[src/rtl/cpu_pkg.sv]
// Shared types and widths for the simple microprocessor.
// Imported by the fetch stage and its neighbours.
package cpu_pkg;

  localparam int INSTR_BYTES = 3;
  localparam int ADDR_W      = 16;
  localparam int DATA_W      = 8;
  localparam int INSTR_W     = 24;

  typedef enum logic [2:0] {
    FETCH0 = 3'd0,
    FETCH1 = 3'd1,
    FETCH2 = 3'd2,
    HOLD   = 3'd3,
    HALTED = 3'd4,
    CLEAR  = 3'd5
  } fetch_state_e;

endpackage

[src/rtl/instr_fetch.sv]
// Fetch stage: walks the PC over byte RAM, packs 3 bytes
// into one instruction, and offers it to the decoder.
module instr_fetch
  import cpu_pkg::*;
#(
  parameter logic [ADDR_W-1:0] RESET_PC = 16'h0000
) (
  input  logic               clk,
  input  logic               reset,
  output logic [ADDR_W-1:0]  mem_addr,
  input  logic [DATA_W-1:0]  mem_data,
  output logic               mem_clear,
  output logic [INSTR_W-1:0] instr,
  output logic [ADDR_W-1:0]  instr_pc,
  output logic               instr_valid,
  input  logic               instr_ready,
  input  logic               jump_en,
  input  logic [ADDR_W-1:0]  jump_addr,
  input  logic               halt,
  input  logic               clear_req
);

  fetch_state_e      state;
  logic [ADDR_W-1:0] pc;
  logic [DATA_W-1:0] byte0;
  logic [DATA_W-1:0] byte1;
  logic              xfer;
  logic              active;

  assign xfer   = instr_valid && instr_ready;
  assign active = (state != HALTED) && (state != CLEAR);

  always_comb begin
    mem_addr = pc;
    unique case (state)
      FETCH1:  mem_addr = pc + 16'd1;
      FETCH2:  mem_addr = pc + 16'd2;
      default: mem_addr = pc;
    endcase
  end

  assign mem_clear = (state == CLEAR);

  always_ff @(posedge clk) begin
    if (reset) begin
      state       <= FETCH0;
      pc          <= RESET_PC;
      byte0       <= '0;
      byte1       <= '0;
      instr       <= '0;
      instr_pc    <= '0;
      instr_valid <= 1'b0;
    end else if (clear_req) begin
      state       <= CLEAR;
      pc          <= RESET_PC;
      instr_valid <= 1'b0;
    end else if (state == CLEAR) begin
      state <= FETCH0;
    end else if (!active) begin
      state <= HALTED;
    end else if (halt) begin
      // A transfer on the same edge still retires its instruction.
      state       <= HALTED;
      instr_valid <= 1'b0;
      if (xfer) pc <= pc + 16'd3;
    end else if (jump_en) begin
      state       <= FETCH0;
      pc          <= jump_addr;
      instr_valid <= 1'b0;
    end else begin
      unique case (state)
        FETCH0: begin
          byte0 <= mem_data;
          state <= FETCH1;
        end
        FETCH1: begin
          byte1 <= mem_data;
          state <= FETCH2;
        end
        FETCH2: begin
          instr       <= {byte0, byte1, mem_data};
          instr_pc    <= pc;
          instr_valid <= 1'b1;
          state       <= HOLD;
        end
        HOLD: begin
          if (xfer) begin
            pc          <= pc + 16'd3;
            instr_valid <= 1'b0;
            state       <= FETCH0;
          end
        end
        default: state <= FETCH0;
      endcase
    end
  end

endmodule
[config.mk]
export PLATFORM = sky130hd
export DESIGN_NAME = instr_fetch
export DESIGN_NICKNAME = d
export VERILOG_FILES = /design/src/rtl/cpu_pkg.sv /design/src/rtl/instr_fetch.sv
export SDC_FILE = /design/constraint.sdc
export NUM_CORES = 1
export LEC_CHECK = 0
export ABC_AREA = 1
export BUFFER_PORTS_ARGS = -buffer_cell sky130_fd_sc_hd__buf_2
export CAP_MARGIN = 25
export CORE_MARGIN = 1
export CORE_UTILIZATION = 54
export DETAILED_ROUTE_END_ITERATION = 10
export PLACE_DENSITY = 0.8
export SLEW_MARGIN = 25
export SYNTH_ARGS = -nofsm -noshare
export SYNTH_HDL_FRONTEND = slang
export SYNTH_SLANG_ARGS = --single-unit
[constraint.sdc]
create_clock -name clk -period 1.7 [get_ports clk]
set_input_delay 0.34 -clock clk [delete_from_list [all_inputs] [get_ports clk]]
set_output_delay 0.34 -clock clk [all_outputs]
set_load 0.03 [all_outputs]
# Word level (Yosys, flattened, before mapping)
# Cells that the tools add are included.
# op_classes
eq_ne	9
n_addsub	3
div	0
n_mux	16
magnitude_cmp	0
reduce_logical	12
bitwise_logic	5
multipliers	0
shift	0
# op_table
op	n
16-bit two-way mux	4
16-bit by 2-bit adder with 16-bit output (second input constant)	2
16-bit one-hot mux with 2 select lines	1
3-bit two-way mux	6
6-bit AND reduction	3
16-bit by 1-bit adder with 16-bit output (second input constant)	1
3-bit one-hot mux with 4 select lines	1
7-bit != test (second input constant)	1
3-bit by 2-bit == test with 1-bit output (second input constant)	2
3-bit != test (second input constant)	2
6-bit OR reduction	1
1-bit NOT	5
4-bit != test (second input constant)	1
4-bit AND reduction	1
4-bit nonzero test	1
3-bit by 1-bit == test with 1-bit output (second input constant)	1
3-bit == test (second input constant)	1
3-bit zero test	1
1-bit two-way mux	3
3-bit AND reduction	1
3-bit nonzero test	1
1-bit logical AND	2
2-bit != test (second input constant)	1
1-bit one-hot mux with 2 select lines	1
2-bit OR reduction	1
# word_totals
register_bits	76
n_memories	0
mem_bits_rw	0
mem_bits_ro	0
output_inout_bits	58
in_bits	30
latchBits	0

# Logic depth before layout (Yosys ltp)
# logic_depth
ltp_word	8
depth_mapped	11
mapped_depth_nobuf	11

# Worst setup path after synthesis
# OpenSTA, ideal clock, no wires.
# synth_path
path_kind	reg2out
from	reg pc[2]
to	out mem_addr[5]
path_stages_with_launch	6
t_arrival_ns	1.754
slack_ns	-0.394
t_required_ns	1.360
path_buffers	0
cell_sequence	dfxtp_1 ha_1 inv_1 nor2_1 a21oi_1 o21ai_0
# synth_between
elab_chain_cells	2
word_cells_on_any_way	3
# synth_rtl
item	line_no	rtl
from (decl)	instr_fetch.sv:24	logic [ADDR_W-1:0] pc;
from (signal assigned)	instr_fetch.sv:65	if (xfer) pc <= pc + 16'd3;
from (signal assigned)	instr_fetch.sv:68	pc <= jump_addr;
from (signal assigned)	instr_fetch.sv:88	pc <= pc + 16'd3;
16-bit by 2-bit adder with 16-bit output or 16-bit by 1-bit adder with 16-bit output (tied branches)	instr_fetch.sv:37, instr_fetch.sv:36	
16-bit one-hot mux with 2 select lines (*)	instr_fetch.sv:35	unique case (state)
to (decl)	instr_fetch.sv:10	output logic [ADDR_W-1:0] mem_addr,
# Mark *: on every way between the ends. The rest lies on a longest branch, timed or not.

# Final worst setup path
# layout_path
from	reg pc[2]
to	out mem_addr[6]
# Same word-level chain as after synthesis.

==> results.md <==
* Initial antenna violation count at 0
* Clock transition at path regs at 90 ps
* Reg2reg end: pc[6]
* CP peak stage delay at 400 ps
* Slew Limit Fails at 0
* Initial DRC Count at 641
* Global-route wire length before repair at 21.11 mm
* Row cnt at 30
* Crit path launch: pc[2]
* Synth Net Count at 590
* Most common cell after layout, fill and taps aside: nor2_1
* Final-report setup violation count at 20
* Largest family of logic cells by synthesized area: simple AND/OR/NAND/NOR gates
* Wirelength per Cell at 19.14 µm
* Longest Clk Path Bufs at 2
* Post-synthesis compound-gate area fraction at 20.32%
* Register area at 0.001558 mm²
* R2R depth at 9
* Per-instance average area after synthesis at 6.945 µm²
* Pwr dens at 674.4 mW/mm²
* Port bufs at 87
* First-pass detailed-route iteration total at 7
* Status: finished, violations left
* Adder-Cell Fraction of Synth Area at 1.296%
* Layout cells sized above 1 at 42.58%
* Slew headroom at 67.76%
* Max Fanout on Critical Path at 3
* Clock skew at 7.910 ps
* Post-DR vias/cell at 6.021
* Mux cell area share after synthesis at 0%
* DR vias at 4961
* Area Overhead vs Synth at 52.20%
* Gr usage total at 36.67%
* CTS sink cnt at 76
* Failing checks: setup timing
* Worst slew pin tran at 482.9 ps
* Synth top area cells: dfxtp_1, nor2_1, o21ai_0, nand2_1, a21oi_1
* Worst skew pair latency at 360 ps
* Overall Power at 0.003963 W
* R2R Path Start: pc[1]
* Crit path max-delay cell type: dfxtp_4
* Mapped Area at 0.003861 mm²
* #FFs+latches synth at 76
* Cells after DPL at 785
* Chip Width at 86.56 µm
* Synth unique cells at 37
* Simple-gate area share of the yosys netlist at 30.07%
* Fillers at 365
* CP Launch Type: register
* Post-layout min period at 2257 ps
* Fmax at 443.0 MHz
* Placer Congestion at 0.9240
* CTS H-tree lvls at 3
* Worst hold stages at 2
* Total negative slack at -6954 ps
* Hold Path Sink: state[0]
* ANT cells at 0
* Combined area of the multi-input logic cells at 0.002452 mm²
* Worst hold start: reset
* LEAKAGE at 2.680 nW
* Biggest area consumer among synthesized cells: dfxtp_1
* Worst EP arrival at 1920 ps
* Peak supply drop at 0.6507 mV
* Clock Tree Root: clkbuf_8
* Hold Fails Final Rpt at 0
* Max Cap Viol at 0
* Flop2flop setup slack at -90 ps
* Top Ports at 88
* Warnings from Yosys at 0
* Post-DRT Antenna Nets at 0
* Nets at 757
* Pre-CTS setup slack at -194.4 ps
* Die ar. at 0.007493 mm²
* CORE AREA at 0.006869 mm²
* Seq/Total Area, Yosys at 39.40%
* Total grt overflow at 0
* Starting Density at 56.21%
* RSZ-0062 raised after global routing: true
* Vias in the first global route at 4432
* Synth top area share at 39.40%
* CP required at 1360 ps
* Xor/xnor share of the synthesized area at 1.361%
* Post-route insts no fill at 824
* WS Path Type: register to output pin
* Post-route cell area at 0.005877 mm²
* Placed cell areas at 0.004911 mm²
* Critical path endpoint category: output pin
* CTS tree: done
* Final setup margin at -557.2 ps
* Detail Placement HPWL at 8.456 mm
* Largest net degree at the start of global routing at 56
* Syn Inst Count at 556
* Die height at 86.56 µm
* Drt drc at 0
* Worst min path class: input pin to register
* WL final at 15.77 mm
* Final period util at 132.8%
* Most frequent cells in the layout: nor2_1, buf_2, buf_4
* CTS Buf Count at 9
* CP cell instances: nand2_2 -> nor2_4 -> nand2_2 -> buf_4 -> a21oi_2 -> o21ai_1 -> o211ai_1 -> buf_4
layer usage:
layer	share of wire [%]	GRT usage, %
met3	9.8	7.238
met4	7.9	24.55
met1	35	43.22
met5	0	0
met2	47	60.61
Yosys cell counts, drive strengths merged:
library cell,n
a211oi,1
o31ai,4
nand2,85
a21oi,45
xor2,6
a31oi,1
clkbuf,5
o22ai,3
inv,50
o221ai,1
a221oi,1
dfxtp,76
nor4,1
nand3b,1
o21ai,91
nor3,3
buf,13
o211ai,1
nor2,146
ha,4
nand4,2
nand3,16
how the worst max path moves through the flow:
stage	to
finish	mem_addr[6]
global route	mem_addr[6]
CTS	mem_addr[6]
detailed placement	mem_addr[10]
global placement	mem_addr[14]
floorplan	mem_addr[13]
repair_timing:
action | 4_1_cts | 5_1_grt
endpoints found under the hold margin | 0 | 0
setup buffers | 11 | 12
setup endpoints to repair | 21 | 30
hold buffers | 0 | 0
pin swaps | 16 | 24
gates cloned | 0 | 1
gates resized for setup | 93 | 71
layout make-up:
| class | instances | share of cell area (%) |
|---|---|---|
| multi-input combinational | 412 | 41.73 |
| clock inverter | 6 | 1.597 |
| tap | 96 | 2.044 |
| inverter | 50 | 3.534 |
| clock buffer | 10 | 2.342 |
| timing repair buffer | 174 | 22.25 |
| sequential | 76 | 26.51 |
registers in the layout, summed over array words and instances (netlist names):
name	cells
instr	24
instr_pc	16
pc	16
byte0	8
byte1	8
state	3
instr_valid	1
report_power, final:
part | internal (W) | total, W | switching [W] | leakage, nW
Sequential | 0.00179 | 0.00182 | 0.0000255 | 0.622
Clock | 0.000881 | 0.00166 | 0.000777 | 0.113
Combinational | 0.000196 | 0.000486 | 0.000290 | 1.94
Total | 0.00287 | 0.00396 | 0.00109 | 2.68
logic make-up after synthesis:
group / after synthesis
adder cells (fa/ha/maj): 4
buffers and inverters: 68
AO/OA/AOI/OAI: 148
XOR/XNOR: 6
AND/OR/NAND/NOR: 254
flip-flops: 76
worst max-delay path, delay by kind of cell (launching register included):
| family | cells | cell delay (ps) |
|---|---|---|
| buffers and inverters | 2 | 380 |
| flip-flops | 1 | 400 |
| AO/OA/AOI/OAI | 3 | 380 |
| AND/OR/NAND/NOR | 3 | 400 |
metrics by stage:
| step | utilization, % | hold slack, ps |
|---|---|---|
| floorplan | - | 409.1 |
| global placement | 71.49 | 463.6 |
| detailed placement | 71.49 | 472.1 |
| CTS | 80.15 | 187.9 |
| global route | 85.56 | 193.2 |
| finish | 85.56 | 180.2 |
Note: power is estimated with default switching activity, not from simulation.
